<file path="config.mk">
export PLATFORM = sky130hd
export DESIGN_NAME = console_tx_packer
export DESIGN_NICKNAME = d
export VERILOG_FILES = /design/src/rtl/console_tx_packer.sv
export SDC_FILE = /design/constraint.sdc
export NUM_CORES = 1
export LEC_CHECK = 0
export CAP_MARGIN = 20
export CORE_MARGIN = 8
export CORE_UTILIZATION = 47
export CTS_CLUSTER_DIAMETER = 30
export DETAILED_ROUTE_END_ITERATION = 8
export PLACE_DENSITY = 0.8
export SETUP_SLACK_MARGIN = 0.2
export SKIP_CTS_REPAIR_TIMING = 1
export SLEW_MARGIN = 20
export SYNTH_ARGS = -nofsm -noshare
export SYNTH_HDL_FRONTEND = slang
export SYNTH_SLANG_ARGS = --single-unit
</file>
<file path="constraint.sdc">
create_clock -name clk -period 1.7 [get_ports clk]
set_input_delay 0.34 -clock clk [delete_from_list [all_inputs] [get_ports clk]]
set_output_delay 0.34 -clock clk [all_outputs]
set_load 0.02 [all_outputs]
</file>
<file path="src/rtl/console_tx_packer.sv">
// console_tx_packer: drains the console_io output FIFO with GPIO read strobes and packs up to 4 chars per 32-bit word
// Optional feature: define CONSOLE_TX_PACKER_NL_FLUSH_EN to flush a partial word as soon as a newline (8'h0A) is captured.
module console_tx_packer #(
    parameter int READ_LATENCY  = 3,
    parameter int FLUSH_TIMEOUT = 1000,
    parameter int TIMEOUT_WIDTH = 16
) (
    input  logic        clk,
    input  logic        rst_n,
    input  logic [31:0] console_gpio_output,
    output logic        console_rd_strobe,
    output logic [31:0] word_data,
    output logic [2:0]  word_count,
    output logic        word_valid,
    input  logic        word_ready,
    output logic        busy
);
`ifdef CONSOLE_TX_PACKER_NL_FLUSH_EN
    localparam logic NL_FLUSH = 1'b1;
`else
    localparam logic NL_FLUSH = 1'b0;
`endif
    localparam logic [3:0] LAT_LAST = 4'(READ_LATENCY >= 2 ? READ_LATENCY - 2 : 0);
    localparam logic [TIMEOUT_WIDTH-1:0] IDLE_LAST = TIMEOUT_WIDTH'(FLUSH_TIMEOUT > 0 ? FLUSH_TIMEOUT - 1 : 0);

    typedef enum logic [2:0] {IDLE, STROBE, WAIT, CAPTURE, PRESENT} state_t;

    state_t                   state_q, state_d;
    logic [31:0]              buf_q, buf_d, lane;
    logic [2:0]               cnt_q, cnt_d;
    logic [3:0]               lat_q;
    logic [TIMEOUT_WIDTH-1:0] idle_q;
    logic                     fifo_empty, timeout, accept, eol, cap, clr;
    logic                     strobe_d, busy_d, valid_d;
    logic [31:0]              data_d;
    logic [2:0]               count_d;
    logic                     unused_gpio;

    assign unused_gpio = ^console_gpio_output[31:9];
    assign fifo_empty  = console_gpio_output[8];
    assign accept      = word_valid & word_ready;
    assign eol         = NL_FLUSH && console_gpio_output[7:0] == 8'h0A;
    assign timeout     = FLUSH_TIMEOUT != 0 && cnt_q != 3'd0 && idle_q == IDLE_LAST;
    assign cap         = state_q == CAPTURE;
    assign clr         = state_q == PRESENT && accept;
    assign lane        = {24'h0, console_gpio_output[7:0]} << {cnt_q[1:0], 3'b000};
    assign buf_d       = clr ? 32'h0 : cap ? (buf_q | lane) : buf_q;
    assign cnt_d       = clr ? 3'd0 : cap ? cnt_q + 3'd1 : cnt_q;

    // next state: reads only while not presenting, so a stalled consumer backpressures into the FIFO
    always_comb begin
        state_d = state_q;
        case (state_q)
            IDLE:    state_d = !fifo_empty ? STROBE : timeout ? PRESENT : IDLE;
            STROBE:  state_d = READ_LATENCY <= 1 ? CAPTURE : WAIT;
            WAIT:    state_d = lat_q == LAT_LAST ? CAPTURE : WAIT;
            CAPTURE: state_d = (cnt_d == 3'd4 || eol) ? PRESENT : IDLE;
            PRESENT: state_d = accept ? IDLE : PRESENT;
            default: state_d = IDLE;
        endcase
    end

    // output values for the state being entered; the word snapshot is taken only on entry to PRESENT
    always_comb begin
        strobe_d = state_d == STROBE;
        busy_d   = state_d != IDLE;
        valid_d  = state_d == PRESENT;
        data_d   = state_d != PRESENT ? 32'h0 : state_q != PRESENT ? buf_d : word_data;
        count_d  = state_d != PRESENT ? 3'd0 : state_q != PRESENT ? cnt_d : word_count;
    end

    // state, packing buffer and registered outputs
    always_ff @(posedge clk or negedge rst_n) begin
        if (!rst_n) begin
            state_q           <= IDLE;
            buf_q             <= '0;
            cnt_q             <= '0;
            console_rd_strobe <= 1'b0;
            busy              <= 1'b0;
            word_valid        <= 1'b0;
            word_data         <= '0;
            word_count        <= '0;
        end else begin
            state_q           <= state_d;
            buf_q             <= buf_d;
            cnt_q             <= cnt_d;
            console_rd_strobe <= strobe_d;
            busy              <= busy_d;
            word_valid        <= valid_d;
            word_data         <= data_d;
            word_count        <= count_d;
        end
    end

    // read-latency counter runs in WAIT; idle counter runs while a partial word sits in IDLE
    always_ff @(posedge clk or negedge rst_n) begin
        if (!rst_n) begin
            lat_q  <= '0;
            idle_q <= '0;
        end else begin
            lat_q  <= state_q == WAIT ? lat_q + 4'd1 : 4'd0;
            idle_q <= (state_q == IDLE && state_d == IDLE && cnt_q != 3'd0) ? idle_q + TIMEOUT_WIDTH'(1) : '0;
        end
    end
endmodule

</file>
After elaboration in Yosys (flattened, before gate mapping)

Cells that the tools add are included.

Bitwise gates (word level): 2
Equal/unequal tests: 11
Reduce and logical (&&, ||, !) cells: 9
Shifts and indexed selects: 1
Muxes and demuxes: 16
Add/subtract/negate cells: 3

Operators with widths:

| cell                                                   | count |
|---|---|
| 2-to-1 mux 32 bit                                      | 4 |
| bitwise OR 32 bit                                      | 1 |
| left shift 8 x 5 -> 32 bit                             | 1 |
| 2-to-1 mux 3 bit                                       | 8 |
| adder 16 x 1 -> 16 bit (second input constant)         | 1 |
| equality test 16 x 10 -> 1 bit (second input constant) | 1 |
| 2-to-1 mux 16 bit                                      | 1 |
| case mux 3 bit (5 select lines)                        | 1 |
| equality test 3 bit (second input constant)            | 3 |
| equality test 3 x 1 -> 1 bit (second input constant)   | 2 |
| equality test 3 x 2 -> 1 bit (second input constant)   | 2 |
| logical NOT 3 bit                                      | 2 |
| != test 3 bit (second input constant)                  | 2 |
| nonzero test 3 bit                                     | 2 |
| adder 4 x 1 -> 4 bit (second input constant)           | 1 |
| equality test 4 x 1 -> 1 bit (second input constant)   | 1 |
| logical AND 1 bit                                      | 4 |
| 2-to-1 mux 4 bit                                       | 1 |
| adder 3 x 1 -> 3 bit (second input constant)           | 1 |
| nonzero test 2 bit                                     | 1 |
| AND 1 bit                                              | 1 |
| 2-to-1 mux 1 bit                                       | 1 |

Input bits: 35
Logic and storage cells: 52
Register bits after elaboration: 96

Depth between registers and ports, before layout

Word-level depth: 10
Depth in mapped cells: 8

Worst setup path before layout

OpenSTA, ideal clock, no wires.

Kind: register to register
Start: reg state_q[0]
End: reg word_data[16]
Clock period less this slack: 1.754 ns
Stages on the path, launching flop included: 9
Data required time: 1.613 ns
Slack: -0.054 ns
Arrival time: 1.667 ns
Path through: dfrtp_1 buf_6 or3b_1 buf_2 o32ai_1 o21ba_2 buf_6 buf_6 a211oi_2

Word-level cells in the longest chain between the ends: 8

RTL lines:

| what                                                                       | RTL line   | source |
|---|---|---|
| start: declaration                                                         | 28         | `state_t state_q, state_d;` |
| start signal: assignment                                                   | 84         | `state_q <= state_d;` |
| equality test 3 x 2 -> 1 bit / equality test 3 bit (equally long branches) | 44, 53, 45 |  |
| 2-to-1 mux 3 bit / logical AND 1 bit (equally long branches)               | 48, 45     |  |
| 2-to-1 mux 3 bit                                                           | 48         | `assign cnt_d = clr ? 3'd0 : cap ? cnt_q + 3'd1 : cnt_q;` |
| equality test 3 bit                                                        | 57         | `CAPTURE: state_d = (cnt_d == 3'd4 \|\| eol) ? PRESENT : IDLE;` |
| 2-to-1 mux 3 bit                                                           | 57         |  |
| case mux 3 bit (5 select lines)                                            | 53         | `case (state_q)` |
| != test 3 bit                                                              | 68         | `data_d = state_d != PRESENT ? 32'h0 : state_q != PRESENT ? buf_d : word_data;` |
| 2-to-1 mux 32 bit / nonzero test 2 bit (equally long branches)             | -          |  |
| end signal: assignment                                                     | 90         | `word_data <= data_d;` |
| end: declaration                                                           | 12         | `output logic [31:0] word_data,` |

Several ways; a longest one is shown, not always the timed one. The select of a mux whose other input is x is not followed.
A chain may end at the register's enable or synchronous reset.

Worst setup path in the final report

Start: reg idle_q[3]
End: reg word_data[13]

Word-level cells in the longest chain between the ends: 7

RTL lines:

| what                                                           | RTL line | source |
|---|---|---|
| start: declaration                                             | 32       | `logic [TIMEOUT_WIDTH-1:0] idle_q;` |
| start signal: assignment                                       | 102      | `idle_q <= (state_q == IDLE && state_d == IDLE && cnt_q != 3'd0) ? idle_q + TIMEOUT_WIDTH'(1) : '0;` |
| equality test 16 x 10 -> 1 bit (*)                             | 43       | `assign timeout = FLUSH_TIMEOUT != 0 && cnt_q != 3'd0 && idle_q == IDLE_LAST;` |
| logical AND 1 bit (*)                                          | 43       |  |
| 2-to-1 mux 3 bit (*) (2 in series)                             | 54       | `IDLE: state_d = !fifo_empty ? STROBE : timeout ? PRESENT : IDLE;` |
| case mux 3 bit (5 select lines) (*)                            | 53       |  |
| != test 3 bit (*)                                              | 68       |  |
| 2-to-1 mux 32 bit / nonzero test 2 bit (equally long branches) | -        |  |

Every way passes the cells marked *; elsewhere a longest branch is shown, timed or not.

==> run_results.csv <==
group,metric,value,unit
timing,setup_tns,-0.591,ns
layout,area_growth,43.7,%
grt,grt_start_max_net_pins,55,
layout,final_util,0.698,
route,drt_first_pass_iters,4,
logic_synthesis,yosys_warnings,0,
logic_synthesis,synth_cell_type_count,32,
run_status,failed_checks,"negative setup slack",
route,avgRoutedWirePerCell,20.2,um
placed_design,dp_hpwl,6300,um
timing,fmax,565,MHz
timing,finalCritPeriodShare,1.04,
layout,mostFrequentLayoutCell,"dfrtp_1",
timing,relSlewSlack,0.700,
floorplan,start_util,0.486,
grt,grt_usage,0.167,
floorplan,core-area,8260,um^2
logic_synthesis,ys_ff_latch,96,
critical_path,startpoint_type,"register",
route,vias,3169,
cts,clkSlewWorstSetupHoldPaths,0.10,ns
layout,fin_nets,486,
layout,fin_cells,556,
cts,h-tree-depth,3,
grt,grt_pass1_vias,3156,
route,postRouteAntennaNets,0,
logic_synthesis,syn_inst,358,
layout,drive_above_1_share,0.366,
power_and_ir_drop,power_density,1410,nW/um^2
critical_path,crit_fanout,18,
critical_path,cp-end-kind,"register",
logic_synthesis,syn_area,4010,um^2
logic_synthesis,yosys-top-cells-area,"dfrtp_1 60%, nor2_1 9.0%, a211oi_2 8.7%, a21oi_1 4.0%, xnor2_1 2.4%",
critical_path,cp.arrival,2.06,ns
placed_design,place.port_buffers,49,
floorplan,dieHeight,108,um
floorplan,die_w,108,um
cts,cts-buffers-inserted,9,
logic_synthesis,synth_top_cell_by_area,"dfrtp_1",
cts,clockBufferDepth,2,
critical_path,worst_path_max_delay_cell,"dfrtp_1",
logic_synthesis,ys_seq_area_frac,0.599,
placed_design,placed_cells,524,
grt,antenna_found_initial,0,
critical_path,timing_worst_setup_path_type,"register to register",
cts,clock-root-buffer,"clkbuf_8",
layout,register_area,2400,um^2
floorplan,rows,33,
critical_path,crit_required,1.99,ns
grt,grt_remaining_overflow,0,
timing,hold_violations,0,
power_and_ir_drop,vdd_drop_max,0.757,mV
grt,grt_pass1_wl,15400,um
job,maxCapViolations,0,
timing,worst_slew_pin_slew,0.445,ns
layout,num-fill-cells,551,
power_and_ir_drop,p_leak,0.00314,uW
timing,skew,0.0121,ns
logic_synthesis,syn-num-nets,398,
route,vias_per_cell,5.70,
cts,cts_num_sinks,96,
run_status,status,"finished with violations",
cts,clock_latency,0.38,ns
hold_path,hp-class,"input port to async pin",
layout,diodes,0,
timing,fin_crit,1.77,ns
layout,mostFrequentLayoutCells,"94 x dfrtp_1, 70 x nor2_1, 38 x dlymetal6s2s_1",
timing,maxSlewViolCount,0,
cts,cts_tree,"yes",
timing,grt_setup_unrepaired,"true",
logic_synthesis,postSynthAreaPerCell,11.2,um^2
placed_design,gp_congestion,0.882,
floorplan,ios,73,
critical_path,worstPathCellList,"nor4_2 -> nand4_1 -> o21ba_4 -> clkbuf_16 -> a211oi_2",
critical_path,cpPeakStageDelay,0.41,ns
floorplan,dieArea,11800,um^2
route,wirelength,11200,um
layout,multi_input_area,1870,um^2
timing,worst_slack,-0.0705,ns
logic_synthesis,synth_top_area_share,0.599,
timing,setup_violations,25,
route,drt_iter0_drc,133,
route,drc,0,
[routing by layer]
layer,GRT usage,part of all wire
met4,0.0733,0.024
met1,0.207,0.40
met2,0.276,0.51
met3,0.0345,0.064
met5,0,0
[critical path, delay by kind of cell, from the launching register on]
family | cells | cell delay (ns)
flip-flops | 1 | 0.41
AND/OR/NAND/NOR | 2 | 0.58
buffers and inverters | 1 | 0.21
AO/OA/AOI/OAI | 2 | 0.48
[logic make-up (layout without fill, tap and decap cells)]
logic type / after synthesis / after routing / synth area share
AND/OR/NAND/NOR: 140 / 140 / 0.157
flip-flops: 96 / 96 / 0.599
AO/OA/AOI/OAI: 70 / 70 / 0.147
buffers and inverters: 26 / 119 / 0.0352
XOR/XNOR: 20 / 20 / 0.0437
adder cells (fa/ha/maj): 5 / 5 / 0.0156
multiplexers: 1 / 1 / 0.00249
[worst paths after layout]
path                            from       endpoint  slack (ns)  cells past startpoint
setup / recovery           idle_q[3]  word_data[13]       -0.07                      5
setup reg to reg           idle_q[3]  word_data[13]       -0.07                      5
hold / removal                 rst_n     idle_q[11]        0.42                      2
min in group clk           buf_q[31]      buf_q[31]        0.50                      2
max in group asynchronous      rst_n       cnt_q[1]        0.64                      3
hold reg to reg            buf_q[31]      buf_q[31]        0.50                      2
[synth_stat cells (all sizes together)]
library cell,number
mux2i,1
and2,2
nand3,5
inv,6
or4b,1
buf,11
nand4,8
nor2,96
nand4b,2
ha,5
and4,2
nand3b,1
a41o,1
nor2b,1
nand2,6
o32ai,1
and3,3
o21ba,1
dfrtp,96
nor3,4
xnor2,11
or3b,2
a21oi,32
nor4,6
xor2,9
clkbuf,9
nand2b,1
a211oi,35
[layout make-up]
cell class,instances,area share
Timing Repair Buffer,97,0.192
Sequential cell,96,0.417
Tap cell,105,0.0228
Inverter,6,0.00391
Clock inverter,6,0.0156
Multi-Input combinational cell,236,0.325
Clock buffer,10,0.0239
[stage by stage]
step	hold slack [ns]	area, um^2	power, uW	worst slack, ns
CTS	-0.113	5040	7260	-0.0821
global route	0.443	5770	8510	-0.136
detailed placement	0.296	4810	5560	-0.124
global placement	0.290	4810	5420	-0.111
finish	0.423	5770	8140	-0.0705
floorplan	0.0444	4060	4640	-0.0532
[flip-flops by register name (all words and copies together) (netlist names)]
| signal | flops |
|---|---|
| word_valid | 1 |
| state_q | 3 |
| idle_q | 16 |
| console_rd_strobe | 1 |
| lat_q | 4 |
| word_data | 32 |
| cnt_q | 3 |
| buf_q | 32 |
| busy | 1 |
| word_count | 3 |
[power by group]
group | internal (uW) | total [uW] | leakage [uW] | switching (uW)
sequential | 2920 | 3300 | 0.00125 | 388
combinational | 1350 | 3100 | 0.00177 | 1750
clock | 874 | 1740 | 0.000113 | 861
Note: power is estimated with default switching activity, not from simulation.
